**src/rtl/phys_reg_free_list_pkg.sv**
```systemverilog
// Shared rename-stage constants and types for the physical-register free list.
package phys_reg_free_list_pkg;

  localparam int NUM_ARCH_REGS = 32;
  localparam int NUM_PHYS_REGS = 64;
  localparam int FL_DEPTH      = NUM_PHYS_REGS - NUM_ARCH_REGS;
  localparam int TAG_W         = $clog2(NUM_PHYS_REGS);
  localparam int PTR_W         = $clog2(FL_DEPTH) + 1;
  localparam int IDX_W         = PTR_W - 1;

  // Physical tag, also used by the rename map table.
  typedef logic [TAG_W-1:0] PhysReg;

  // Free-list pointer: MSB is the wrap bit, the rest index the ring.
  typedef logic [PTR_W-1:0] fl_ptr_t;

  function automatic logic [IDX_W-1:0] ptr_idx(input fl_ptr_t p);
    return p[IDX_W-1:0];
  endfunction

endpackage

```
**src/rtl/phys_reg_free_list_if.sv**
```systemverilog
// Rename/commit/flush bundle between the pipeline and the free list.
interface phys_reg_free_list_if;
  import phys_reg_free_list_pkg::*;

  logic    alloc_req;
  logic    alloc_ready;
  PhysReg  alloc_tag;
  logic    commit_valid;
  PhysReg  commit_old_tag;
  logic    flush;
  fl_ptr_t free_count;
  logic    overflow_err;

  modport master (
    output alloc_req, commit_valid, commit_old_tag, flush,
    input  alloc_ready, alloc_tag, free_count, overflow_err
  );

  modport slave (
    input  alloc_req, commit_valid, commit_old_tag, flush,
    output alloc_ready, alloc_tag, free_count, overflow_err
  );
endinterface

```
**src/rtl/phys_reg_free_list_ring.sv**
```systemverilog
// Circular tag store: one write port, one combinational read port.
// Entry i resets to RESET_BASE + i so the list starts full of unmapped tags.
module free_list_ring #(
  parameter int DEPTH      = 32,
  parameter int WIDTH      = 6,
  parameter int RESET_BASE = 32,
  parameter int IDX_W      = $clog2(DEPTH)
) (
  input  logic             clk,
  input  logic             rst,
  input  logic             i_we,
  input  logic [IDX_W-1:0] i_waddr,
  input  logic [WIDTH-1:0] i_wdata,
  input  logic [IDX_W-1:0] i_raddr,
  output logic [WIDTH-1:0] o_rdata
);

  logic [WIDTH-1:0] r_mem [DEPTH];

  // Reload the initial tag set on reset; otherwise write the released tag.
  // NOTE: this array is reset on purpose -- its reset contents are the free
  // tags, so it must be flops rather than an unreset RAM macro.
  always_ff @(posedge clk or posedge rst) begin
    if (rst) begin
      for (int i = 0; i < DEPTH; i++) r_mem[i] <= WIDTH'(RESET_BASE + i);
    end else if (i_we) begin
      r_mem[i_waddr] <= i_wdata;
    end
  end

  assign o_rdata = r_mem[i_raddr];

endmodule

```
**src/rtl/phys_reg_free_list.sv**
```systemverilog
// Physical-register free list: zero-latency allocation at head, release at
// tail on commit, and single-cycle flush recovery via the retire-head pointer.
module phys_reg_free_list
  import phys_reg_free_list_pkg::*;
(
  input logic                 clk,
  input logic                 rst,
  phys_reg_free_list_if.slave bus
);

  localparam fl_ptr_t DEPTH_PTR = fl_ptr_t'(FL_DEPTH);
  localparam fl_ptr_t ONE_PTR   = fl_ptr_t'(1);

  fl_ptr_t r_head, r_retire_head, r_tail, r_free_count;
  logic    r_overflow_err;

  fl_ptr_t w_head_nxt, w_retire_nxt, w_tail_nxt;
  logic    w_alloc_ready, w_alloc_fire, w_full, w_commit_fire, w_overflow_set;
  PhysReg  w_head_tag;

  // Ready comes from registered pointers only, so a same-cycle release can
  // never be handed straight back out through an empty list.
  assign w_alloc_ready = (r_head != r_tail);
  assign w_alloc_fire  = bus.alloc_req && w_alloc_ready && !bus.flush;

  // A release into a list that already holds every spare tag is a protocol
  // bug. tail and retire_head always advance together, so fullness is judged
  // against head (tail - head == DEPTH).
  assign w_full         = ((r_tail - r_head) == DEPTH_PTR);
  assign w_commit_fire  = bus.commit_valid && !w_full;
  assign w_overflow_set = bus.commit_valid && w_full;

  // Next-pointer selection: commit first, then flush rewinds head to the
  // post-commit retire head, otherwise allocation advances head.
  // NOTE: every output gets a default first so no path leaves it unassigned,
  // which would otherwise infer a latch.
  always_comb begin
    w_tail_nxt   = r_tail;
    w_retire_nxt = r_retire_head;
    w_head_nxt   = r_head;
    if (w_commit_fire) begin
      w_tail_nxt   = r_tail + ONE_PTR;
      w_retire_nxt = r_retire_head + ONE_PTR;
    end
    if (bus.flush) begin
      w_head_nxt = w_retire_nxt;
    end else if (w_alloc_fire) begin
      w_head_nxt = r_head + ONE_PTR;
    end
  end

  // Pointer, count and sticky error registers.
  // NOTE: non-blocking assignments so every register samples pre-edge values
  // regardless of statement order.
  always_ff @(posedge clk or posedge rst) begin
    if (rst) begin
      r_head         <= '0;
      r_retire_head  <= '0;
      r_tail         <= DEPTH_PTR;
      r_free_count   <= DEPTH_PTR;
      r_overflow_err <= 1'b0;
    end else begin
      r_head        <= w_head_nxt;
      r_retire_head <= w_retire_nxt;
      r_tail        <= w_tail_nxt;
      r_free_count  <= w_tail_nxt - w_head_nxt;
      if (w_overflow_set) r_overflow_err <= 1'b1;
    end
  end

  free_list_ring #(
    .DEPTH     (FL_DEPTH),
    .WIDTH     (TAG_W),
    .RESET_BASE(NUM_ARCH_REGS),
    .IDX_W     (IDX_W)
  ) u_ring (
    .clk     (clk),
    .rst     (rst),
    .i_we    (w_commit_fire),
    .i_waddr (ptr_idx(r_tail)),
    .i_wdata (bus.commit_old_tag),
    .i_raddr (ptr_idx(r_head)),
    .o_rdata (w_head_tag)
  );

  assign bus.alloc_ready  = w_alloc_ready;
  assign bus.alloc_tag    = w_head_tag;
  assign bus.free_count   = r_free_count;
  assign bus.overflow_err = r_overflow_err;

endmodule
```
**src/flat_wrapper.sv**
```systemverilog
// flat-port wrapper written by rule: the top's interface ports become plain ports
module phys_reg_free_list_flat import phys_reg_free_list_pkg::*;
  (clk, rst, bus_alloc_req, bus_commit_valid, bus_commit_old_tag, bus_flush, bus_alloc_ready, bus_alloc_tag, bus_free_count, bus_overflow_err);
  phys_reg_free_list_if bus_i ();
  input logic clk;
  input logic rst;
  input wire logic [$bits(bus_i.alloc_req)-1:0] bus_alloc_req;
  input wire logic [$bits(bus_i.commit_valid)-1:0] bus_commit_valid;
  input wire logic [$bits(bus_i.commit_old_tag)-1:0] bus_commit_old_tag;
  input wire logic [$bits(bus_i.flush)-1:0] bus_flush;
  output wire logic [$bits(bus_i.alloc_ready)-1:0] bus_alloc_ready;
  output wire logic [$bits(bus_i.alloc_tag)-1:0] bus_alloc_tag;
  output wire logic [$bits(bus_i.free_count)-1:0] bus_free_count;
  output wire logic [$bits(bus_i.overflow_err)-1:0] bus_overflow_err;
  assign bus_i.alloc_req = bus_alloc_req;
  assign bus_i.commit_valid = bus_commit_valid;
  assign bus_i.commit_old_tag = bus_commit_old_tag;
  assign bus_i.flush = bus_flush;
  assign bus_alloc_ready = bus_i.alloc_ready;
  assign bus_alloc_tag = bus_i.alloc_tag;
  assign bus_free_count = bus_i.free_count;
  assign bus_overflow_err = bus_i.overflow_err;
  phys_reg_free_list u_core (.clk(clk), .rst(rst), .bus(bus_i));
endmodule
```
**config.mk**
```make
export PLATFORM = sky130hd
export DESIGN_NAME = phys_reg_free_list_flat
export DESIGN_NICKNAME = d
export VERILOG_FILES = /design/src/rtl/phys_reg_free_list_pkg.sv /design/src/rtl/phys_reg_free_list_if.sv /design/src/rtl/phys_reg_free_list_ring.sv /design/src/rtl/phys_reg_free_list.sv /design/src/flat_wrapper.sv
export SDC_FILE = /design/constraint.sdc
export NUM_CORES = 1
export LEC_CHECK = 0
export CAP_MARGIN = 20
export CORE_MARGIN = 5
export CORE_UTILIZATION = 34
export CTS_CLUSTER_DIAMETER = 100
export DETAILED_ROUTE_END_ITERATION = 10
export GPL_ROUTABILITY_DRIVEN = 0
export GPL_TIMING_DRIVEN = 0
export SETUP_SLACK_MARGIN = 0.02
export SYNTH_ARGS = -nofsm -noshare
export SYNTH_HDL_FRONTEND = slang
export SYNTH_SLANG_ARGS = --single-unit
export TNS_END_PERCENT = 100
```
**constraint.sdc**
```tcl
create_clock -name clk -period 7.65 [get_ports clk]
set_input_delay 1.53 -clock clk [delete_from_list [all_inputs] [get_ports clk]]
set_output_delay 1.53 -clock clk [all_outputs]
set_load 0.05 [all_outputs]
```
==> run_results.csv, run 1 <==
group,metric,value,unit
synthesis,ys.flop_type,"dfstp_2",
synthesis,synth_top_area_cell,"dfstp_2",
floorplan,core,30500,µm²
synthesis,ys_warn_count,0,
floorplan,die_w,186,µm
sta,max_slew.worst_pin.slew,1030,ps
critical_path,path_class,"register to output pin",
synthesis,synth_compound_area_frac,0.0156,
floorplan,start_util,0.343,
place,dp_hpwl,16.9,mm
finish,antenna_cells,0,
sta,rsz0062_at_grt,"false",
sta,slew_headroom,0.316,
critical_path,cp_max_fo,10,
synthesis,yosysSeqAreaShare,0.532,
finish,syn_to_final_growth,15.0,%
finish,seqCellArea,5570,µm²
global_route,grt_pass1_wl,38.8,mm
drt,ant_nets,0,
synthesis,synth_top_area_share,0.286,
critical_path,crit_end,"bus_alloc_tag[3]",
synthesis,ys_ff_latch,217,
place,dp.cells,1124,
clock_network,cts_buffer_depth,3,
finish,final_cell_mix,"mux2_2, dfstp_2, dfrtp_1",
synthesis,synth_xor_area_frac,0.0199,
clock_network,cts.sinks,217,
global_route,grt_use_total,0.147,
critical_path,arrival,4510,ps
clock_network,clk_latency,510,ps
drt,viasPerCell,5.12,
drt,drc,0,
place,port_buffers,23,
run,max_cap_violations,0,
clock_network,cts_buffers,24,
drt,wirelength,24.7,mm
finish,final_common_cell,"mux2_2",
clock_network,cts_resized,0,
synthesis,syn_inst,704,
floorplan,dieArea,34400,µm²
finish,fin_nets,781,
clock_network,cts_htree_levels,1,
critical_path,r2r-start,"u_core.r_head[1]$_DFF_PP0_",
drt,dr.first_iter.drc_count,271,
critical_path,worstSetupStartpoint,"u_core.r_head[0]$_DFF_PP0_",
sta,finClkSkew,13.3,ps
global_route,grt_max_degree,122,
sta,max_freq,165,MHz
drt,firstDrtPassIters,4,
finish,multi_input_area,4640,µm²
floorplan,fp.dieH,186,µm
floorplan,pin_count,25,
power_and_ir_drop,leakage,5.01,nW
power_and_ir_drop,pwr_density_cell,469,nW/µm²
sta,maxSlewViolCount,0,
critical_path,r2r_slack,2690,ps
sta,setup_viol,0,
sta,final.period_utilization,0.790,
synthesis,netlist_area,10500,µm²
synthesis,synth_fa_ha_area_frac,0.0207,
finish,nFillCells,2838,
global_route,grt_overflow,0,
synthesis,syn_nets,730,
synthesis,synth.distinct_cells,47,
clock_network,clock-root-buffer,"clkbuf_16",
drt,wl_per_cell,21.1,µm
synthesis,synth_top_family_by_area,"multiplexers",
synthesis,synth_edf_count,0,
synthesis,synth_simple_gate_area_share,0.0492,
global_route,first_global_vias,6368,
global_route,grt_antenna_before_repair,0,
clock_network,cts_tree,"done",
sta,fin_hold_ws,472,ps
finish,drive_above_1_share,0.542,
drt,vias,5991,
critical_path,cp_slowest_cell,"buf_1",
finish,final_cells,1169,
finish,utilization,0.395,
critical_path,rr_endpoint,"u_core.bus.free_count[5]$_DFF_PP1_",
clock_network,clk_pin_slew,60,ps
synthesis,avgSynthCellArea,14.9,µm²
power_and_ir_drop,vdd_drop_max,0.227,mV
run_status,run_status,"completed",
critical_path,crit_path_start_kind,"register",
sta,post-route-min-period,6040,ps
critical_path,r2r_cells,18,
worst_hold_path,hold_class,"register to register",
floorplan,rows,64,
sta,hold_viol,0,
synthesis,yosys-top-cells-area,"dfstp_2, dfrtp_1, mux2_2",
clock_network,cts_setup_buffers,0,
critical_path,end_kind,"output pin",
critical_path,max_stage_delay,760,ps
critical_path,crit_required,6120,ps
synthesis,muxShareOfSynthArea,0.337,
critical_path,crit_path_cell_trace,"clkbuf_1 -> buf_1 -> buf_2 -> mux4_2 -> mux4_2 -> nand2_1 -> nand2_1 -> clkdlybuf4s50_1",
synthesis,async_flop_share,1.00,
sta,tns,0,ps
clock_network,postCtsHoldBufs,0,
-- cells in the mapped netlist, types with 2 or more instances --
cell type,count
clkinv_1,2
ha_1,14
o21a_1,2
nand2_1,65
xor2_1,7
buf_1,6
and2_1,5
o21ai_0,3
buf_6,2
a31oi_1,2
buf_4,2
xnor2_1,15
dfstp_2,114
dfrtp_1,103
mux2_2,193
a21oi_1,4
clkbuf_1,33
or3_1,2
inv_1,16
and3_1,8
nor2_1,4
nor3_1,2
nor3b_1,4
nand4_1,5
buf_2,3
and3b_1,3
nand3_1,6
mux4_2,60
-- registers in the layout, indices dropped and copies added (netlist names) --
signal,cells
u_core.u_ring.r_mem,192
u_core.bus.free_count,6
u_core.r_tail,6
u_core.r_retire_head,6
u_core.r_head,6
u_core.bus.overflow_err,1
-- worst max-delay path: cells and delay by family (launching register included) --
kind	cells	cell delay [ps]
DFF	1	390
muxes	2	1140
buffers and inverters	4	2300
and+or+nand+nor	2	160
-- per-layer routing --
layer  wire length, µm  share of wire  global-route usage
met3              1100          0.045              0.0250
met1             11100           0.45               0.202
met2             12000           0.48               0.243
met5                 0              0                   0
met4               555          0.022              0.0382
-- where the power goes --
group	internal, mW	total [mW]	switching, mW	leakage, nW
logic	1.19	2.42	1.23	2.13
clock network	0.707	1.16	0.457	0.384
registers	1.83	2.08	0.248	2.49
total	3.73	5.66	1.93	5.01
-- cell type report --
| type | count | area share |
|---|---|---|
| Tap cell | 396 | 0.0411 |
| Timing Repair Buffer | 25 | 0.0226 |
| Inverter | 18 | 0.00623 |
| Multi-Input combinational cell | 423 | 0.385 |
| Sequential cell | 217 | 0.462 |
| Clock inverter | 6 | 0.00706 |
| Clock buffer | 38 | 0.0593 |
| Buffer | 46 | 0.0165 |
-- logic make-up after synthesis --
logic type | after synthesis
muxes | 254
AOI/OAI and AO/OA | 21
adders and majority gates | 17
and+or+nand+nor | 108
xor gates and xnor gates | 23
buffers and inverters | 64
DFF | 217
-- worst min-delay path by stage --
stage                                        start                                  end  slack (ps)  cells past startpoint
2_1_floorplan    u_core.r_retire_head[4]$_DFF_PP0_    u_core.r_retire_head[4]$_DFF_PP0_         460                      1
3_3_place_gp   u_core.bus.overflow_err$_DFFE_PP0P_  u_core.bus.overflow_err$_DFFE_PP0P_         460                      1
6_report       u_core.bus.overflow_err$_DFFE_PP0P_  u_core.bus.overflow_err$_DFFE_PP0P_         470                      1
5_1_grt        u_core.bus.overflow_err$_DFFE_PP0P_  u_core.bus.overflow_err$_DFFE_PP0P_         500                      1
3_5_place_dp   u_core.bus.overflow_err$_DFFE_PP0P_  u_core.bus.overflow_err$_DFFE_PP0P_         460                      1
4_1_cts        u_core.bus.overflow_err$_DFFE_PP0P_  u_core.bus.overflow_err$_DFFE_PP0P_         480                      1
-- metrics by stage --
stage          total power [mW]  cell area, µm²  worst slack (ps)
3_5_place_dp               4.52           11200              2040
4_1_cts                    5.71           12000              1500
6_report                   5.66           12100              1610
2_1_floorplan              3.82           10500               373
5_1_grt                    5.99           12100              1300
3_3_place_gp               4.47           11200             -2790
(Power assumes the default switching activity.)
==> run 2: changes to the inputs <==
==> constraint.sdc (replaced) <==
create_clock -name clk -period 4.93 [get_ports clk]
set_input_delay 0.986 -clock clk [delete_from_list [all_inputs] [get_ports clk]]
set_output_delay 0.986 -clock clk [all_outputs]
set_load 0.05 [all_outputs]
==> run_results.csv, run 2 (synthesis results as in run 1) <==
group,metric,value,unit
run_status,run_status,"completed",
critical_path,max_stage_delay,720,ps
clock_network,clk_latency,510,ps
sta,setup_viol,0,
drt,wirelength,25.0,mm
power_and_ir_drop,power,8.93,mW
power_and_ir_drop,pwr_density_cell,729,nW/µm²
finish,drive_above_1_share,0.557,
critical_path,end_kind,"output pin",
finish,final_cell_mix,"mux2_2, dfstp_2, dfrtp_1",
sta,hold_viol,0,
global_route,grt_pass1_wl,39.5,mm
power_and_ir_drop,vdd_drop_max,0.317,mV
critical_path,arrival,3770,ps
floorplan,pin_count,25,
global_route,first_global_vias,6583,
drt,drc,0,
finish,largest_register_ff_count,192,
critical_path,crit_required,3940,ps
place,dp_slack,-83.1,ps
sta,maxSlewViolCount,0,
place,port_buffers,23,
floorplan,die_w,186,µm
power_and_ir_drop,leakage,5.17,nW
place,dp_hpwl,17.5,mm
place,postPlaceCellArea,11300,µm²
power_and_ir_drop,netSwitchingFraction,0.338,
floorplan,fp.dieH,186,µm
finish,antenna_cells,0,
critical_path,crit_path_cell_trace,"clkbuf_1 -> buf_4 -> buf_4 -> mux4_2 -> mux4_2 -> nand2_1 -> nand2_1 -> clkdlybuf4s50_1",
critical_path,critPathBufInv,4,
critical_path,path_class,"register to output pin",
drt,dr.first_iter.drc_count,391,
finish,top_register,"u_core.u_ring.r_mem",
finish,fin_nets,786,
global_route,grt_max_degree,43,
finish,fin_area,12200,µm²
sta,tns,0,ps
power_and_ir_drop,internal-power,5.91,mW
finish,final_common_cell,"mux2_2",
critical_path,crit_path_start_kind,"register",
run,max_cap_violations,0,
floorplan,rows,64,
critical_path,cp_slowest_cell,"clkdlybuf4s50_1",
drt,vias,6095,
sta,max_freq,210,MHz
sta,max_slew.worst_pin.slew,815,ps
sta,setup_ws,169,ps
finish,final_cells,1174,
drt,wl_per_cell,21.3,µm
sta,slew_headroom,0.457,
clock_network,cts_resized,11,
global_route,grt_overflow,0,
finish,syn_to_final_growth,16.9,%
clock_network,clk_pin_slew,60,ps
sta,rsz0062_at_grt,"false",
clock_network,cts_tree,"done",
power_and_ir_drop,pwr-share-comb,0.420,
sta,final.period_utilization,0.966,
worst_hold_path,hold_class,"register to register",
power_and_ir_drop,seqPwrFrac,0.364,
floorplan,core,30500,µm²
clock_network,cts_setup_buffers,0,
clock_network,cts.sinks,217,
clock_network,clock-root-buffer,"clkbuf_16",
sta,finClkSkew,10.5,ps
global_route,grt_use_total,0.149,
critical_path,cp_top_family,"buffers and inverters",
floorplan,start_util,0.343,
floorplan,dieArea,34400,µm²
power_and_ir_drop,clkPwrFrac,0.216,
clock_network,cts_buffer_depth,3,
critical_path,cp_max_fo,10,
sta,post-route-min-period,4760,ps
clock_network,cts_htree_levels,1,
place,dp.cells,1130,
power_and_ir_drop,power_switching,3.02,mW
global_route,grt_antenna_before_repair,0,
drt,ant_nets,0,
clock_network,postCtsHoldBufs,0,
drt,viasPerCell,5.19,
clock_network,cts_buffers,25,
drt,firstDrtPassIters,4,
run 2: cell type report:
type / instances / area, µm²
fill: 2779 / 18300
inverter: 18 / 75.1
clock inverter: 6 / 109
buffer: 45 / 220
timing repair buffer: 30 / 378
multi-input combinational: 423 / 4640
tap: 396 / 495
sequential: 217 / 5570
clock buffer: 39 / 759
run 2: worst paths after layout:
| path | startpoint | to | slack, ps | cells past startpoint |
|---|---|---|---|---|
| setup / recovery | u_core.r_head[0]$_DFF_PP0_ | bus_alloc_tag[0] | 170 | 8 |
| hold / removal | u_core.bus.overflow_err$_DFFE_PP0P_ | u_core.bus.overflow_err$_DFFE_PP0P_ | 480 | 1 |
| setup reg to reg | u_core.r_head[1]$_DFF_PP0_ | u_core.bus.free_count[5]$_DFF_PP1_ | 290 | 18 |
| hold reg to reg | u_core.bus.overflow_err$_DFFE_PP0P_ | u_core.bus.overflow_err$_DFFE_PP0P_ | 480 | 1 |
| max in group asynchronous | rst | u_core.u_ring.r_mem[55]$_DFFE_PP1P_ | 3250 | 5 |
| min in group asynchronous | rst | u_core.u_ring.r_mem[174]$_DFFE_PP0P_ | 880 | 3 |
run 2: worst register-to-register path, stage by stage (launching register included):
cell,delay [ps]
dfrtp_1,360
clkbuf_1,280
clkbuf_4,350
inv_1,70
ha_1,280
nor2b_1,150
o221a_1,260
a31o_1,230
o221ai_2,300
buf_6,190
and2_1,130
buf_4,170
mux2_2,360
a21oi_1,330
ha_1,300
a21oi_1,270
maj3_2,300
o31ai_2,80
xnor2_1,160
run 2: metrics by stage:
| stage | util | hold WS, ps |
|---|---|---|
| floorplan | - | 457 |
| global placement | 0.367 | 463 |
| detailed placement | 0.372 | 465 |
| CTS | 0.401 | 482 |
| global route | 0.401 | 498 |
| finish | 0.401 | 476 |
run 2: per-layer routing:
metal / up-vias / share of wire / GRT usage
met5: - / 0 / 0
met4: 0 / 0.025 / 0.0393
met3: 47 / 0.046 / 0.0219
met2: 116 / 0.48 / 0.245
met1: 3236 / 0.45 / 0.209
li1: 2696 / - / -
run 2: power by group through the flow:
stage	Sequential [mW]	Clock (mW)	Combinational, mW
after detailed placement	3.25	0	3.78
after global routing	3.34	2.05	4.05
after global placement	3.23	0	3.71
final	3.25	1.93	3.75
after floorplan	3.22	0	2.72
after CTS	3.23	1.98	3.81
==> run 3: changes to the inputs <==
--- a/config.mk
+++ b/config.mk
@@ -16,4 +16,4 @@
 export SYNTH_ARGS = -nofsm -noshare
 export SYNTH_HDL_FRONTEND = slang
 export SYNTH_SLANG_ARGS = --single-unit
-export TNS_END_PERCENT = 100
+export TNS_END_PERCENT = 20
==> constraint.sdc (replaced) <==
create_clock -name clk -period 4.93 [get_ports clk]
set_input_delay 0.7395 -clock clk [delete_from_list [all_inputs] [get_ports clk]]
set_output_delay 0.7395 -clock clk [all_outputs]
set_load 0.05 [all_outputs]
==> run_results.csv, run 3 (synthesis results as in run 1) <==
group,metric,value,unit
floorplan,core,30500,µm²
global_route,grt_antenna_before_repair,0,
sta,rsz0062_at_grt,"false",
finish,seqCellArea,5570,µm²
sta,finClkSkew,8.61,ps
worst_hold_path,hold_class,"register to register",
critical_path,path_class,"register to output pin",
floorplan,start_util,0.343,
global_route,grt_use_total,0.149,
run_status,run_status,"completed",
clock_network,cts_buffers,25,
finish,final_cell_mix,"mux2_2, dfstp_2, dfrtp_1",
clock_network,cts_buffer_depth,3,
sta,maxSlewViolCount,0,
finish,final_cells,1174,
sta,hold_viol,0,
critical_path,r2r-start,"u_core.r_head[1]$_DFF_PP0_",
sta,slew_headroom,0.454,
power_and_ir_drop,vdd_drop_max,0.320,mV
clock_network,cts_tree,"done",
drt,dr.first_iter.drc_count,384,
sta,post-route-min-period,4680,ps
place,port_buffers,23,
floorplan,rows,64,
power_and_ir_drop,pwr_density_cell,730,nW/µm²
critical_path,rr_endpoint,"u_core.bus.free_count[5]$_DFF_PP1_",
clock_network,cts.sinks,217,
drt,ant_nets,0,
drt,viasPerCell,5.19,
place,dp_hpwl,17.5,mm
clock_network,clk_latency,510,ps
drt,firstDrtPassIters,4,
global_route,grt_pass1_wl,39.6,mm
global_route,first_global_vias,6583,
critical_path,end_kind,"output pin",
sta,max_freq,214,MHz
global_route,grt_max_degree,43,
worst_hold_path,min_from,"u_core.bus.overflow_err$_DFFE_PP0P_",
critical_path,crit_required,4190,ps
finish,antenna_cells,0,
finish,nFillCells,2782,
run,max_cap_violations,0,
critical_path,cp_max_fo,10,
clock_network,postCtsHoldBufs,0,
critical_path,arrival,3940,ps
finish,drive_above_1_share,0.557,
sta,setup_viol,0,
critical_path,crit_path_start_kind,"register",
drt,wl_per_cell,21.3,µm
sta,max_slew.worst_pin.slew,819,ps
finish,fin_nets,786,
floorplan,dieArea,34400,µm²
place,dp.cells,1130,
floorplan,fp.dieH,186,µm
floorplan,pin_count,25,
sta,final.period_utilization,0.950,
finish,syn_to_final_growth,16.6,%
global_route,grt_overflow,0,
floorplan,die_w,186,µm
finish,final_common_cell,"mux2_2",
critical_path,crit_end,"bus_alloc_tag[1]",
sta,tns,0,ps
clock_network,clk_pin_slew,60,ps
clock_network,cts_htree_levels,1,
finish,largest_register_ff_count,192,
critical_path,r2r_cells,18,
finish,multi_input_area,4640,µm²
drt,drc,0,
power_and_ir_drop,leakage,5.10,nW
drt,vias,6095,
drt,wirelength,25.0,mm
clock_network,cts_setup_buffers,0,
critical_path,worstSetupStartpoint,"u_core.r_head[0]$_DFF_PP0_",
critical_path,r2r_slack,290,ps
clock_network,clock-root-buffer,"clkbuf_16",
finish,top_register,"u_core.u_ring.r_mem",
==> run 3: layout make-up <==
class | count | share of cell area
Buffer | 45 | 0.0169
Timing Repair Buffer | 30 | 0.0299
Clock inverter | 6 | 0.00891
Clock buffer | 39 | 0.0621
Multi-Input combinational cell | 423 | 0.380
Tap cell | 396 | 0.0405
Sequential cell | 217 | 0.456
Inverter | 18 | 0.00614
==> run 3: worst min path at each step <==
stage                                                     end  slack (ps)  cells after the start
final                     u_core.bus.overflow_err$_DFFE_PP0P_         480                      1
after global placement    u_core.bus.overflow_err$_DFFE_PP0P_         460                      1
after detailed placement  u_core.bus.overflow_err$_DFFE_PP0P_         460                      1
after CTS                 u_core.bus.overflow_err$_DFFE_PP0P_         480                      1
after global routing      u_core.bus.overflow_err$_DFFE_PP0P_         500                      1
after floorplan             u_core.r_retire_head[4]$_DFF_PP0_         460                      1
==> run 3: layer usage <==
metal | wire [µm] | up-vias | track usage
met5 | 0 | - | 0
met4 | 600 | 0 | 0.0393
met3 | 1220 | 44 | 0.0219
met2 | 12100 | 119 | 0.245
met1 | 11100 | 3241 | 0.209
li1 | - | 2691 | -
==> run 3: report_power, final <==
part / switching [mW] / internal [mW] / leakage [nW]
combinational: 1.89 / 1.86 / 2.18
sequential: 0.409 / 2.84 / 2.49
clock: 0.718 / 1.21 / 0.427
==> run 3: critical path, stage by stage (launching register included) <==
cell and delay [ps]:
dfrtp_1 410, clkbuf_1 270, buf_2 440, buf_4 340, mux4_2 560, mux4_2 480
nand2_1 110, nand2_1 100, clkdlybuf4s50_1 710
==> run 3: timing repair <==
| item | in CTS | in global routing |
|---|---|---|
| endpoints found under the hold margin | 0 | 0 |
| gates resized for setup | 5 | 11 |
| endpoints found under the setup margin | 7 | 9 |
==> run 3: metrics by stage <==
stage / setup WS (ps) / instance area, µm² / hold WS, ps / power, mW / utilization
2_1_floorplan: 755 / 10500 / 457 / 5.94 / -
3_3_place_gp: -371 / 11200 / 463 / 6.94 / 0.367
3_5_place_dp: 4.88 / 11300 / 465 / 7.03 / 0.372
4_1_cts: 46.5 / 12200 / 482 / 9.01 / 0.401
5_1_grt: 33.1 / 12200 / 498 / 9.43 / 0.401
6_report: 249 / 12200 / 476 / 8.93 / 0.401
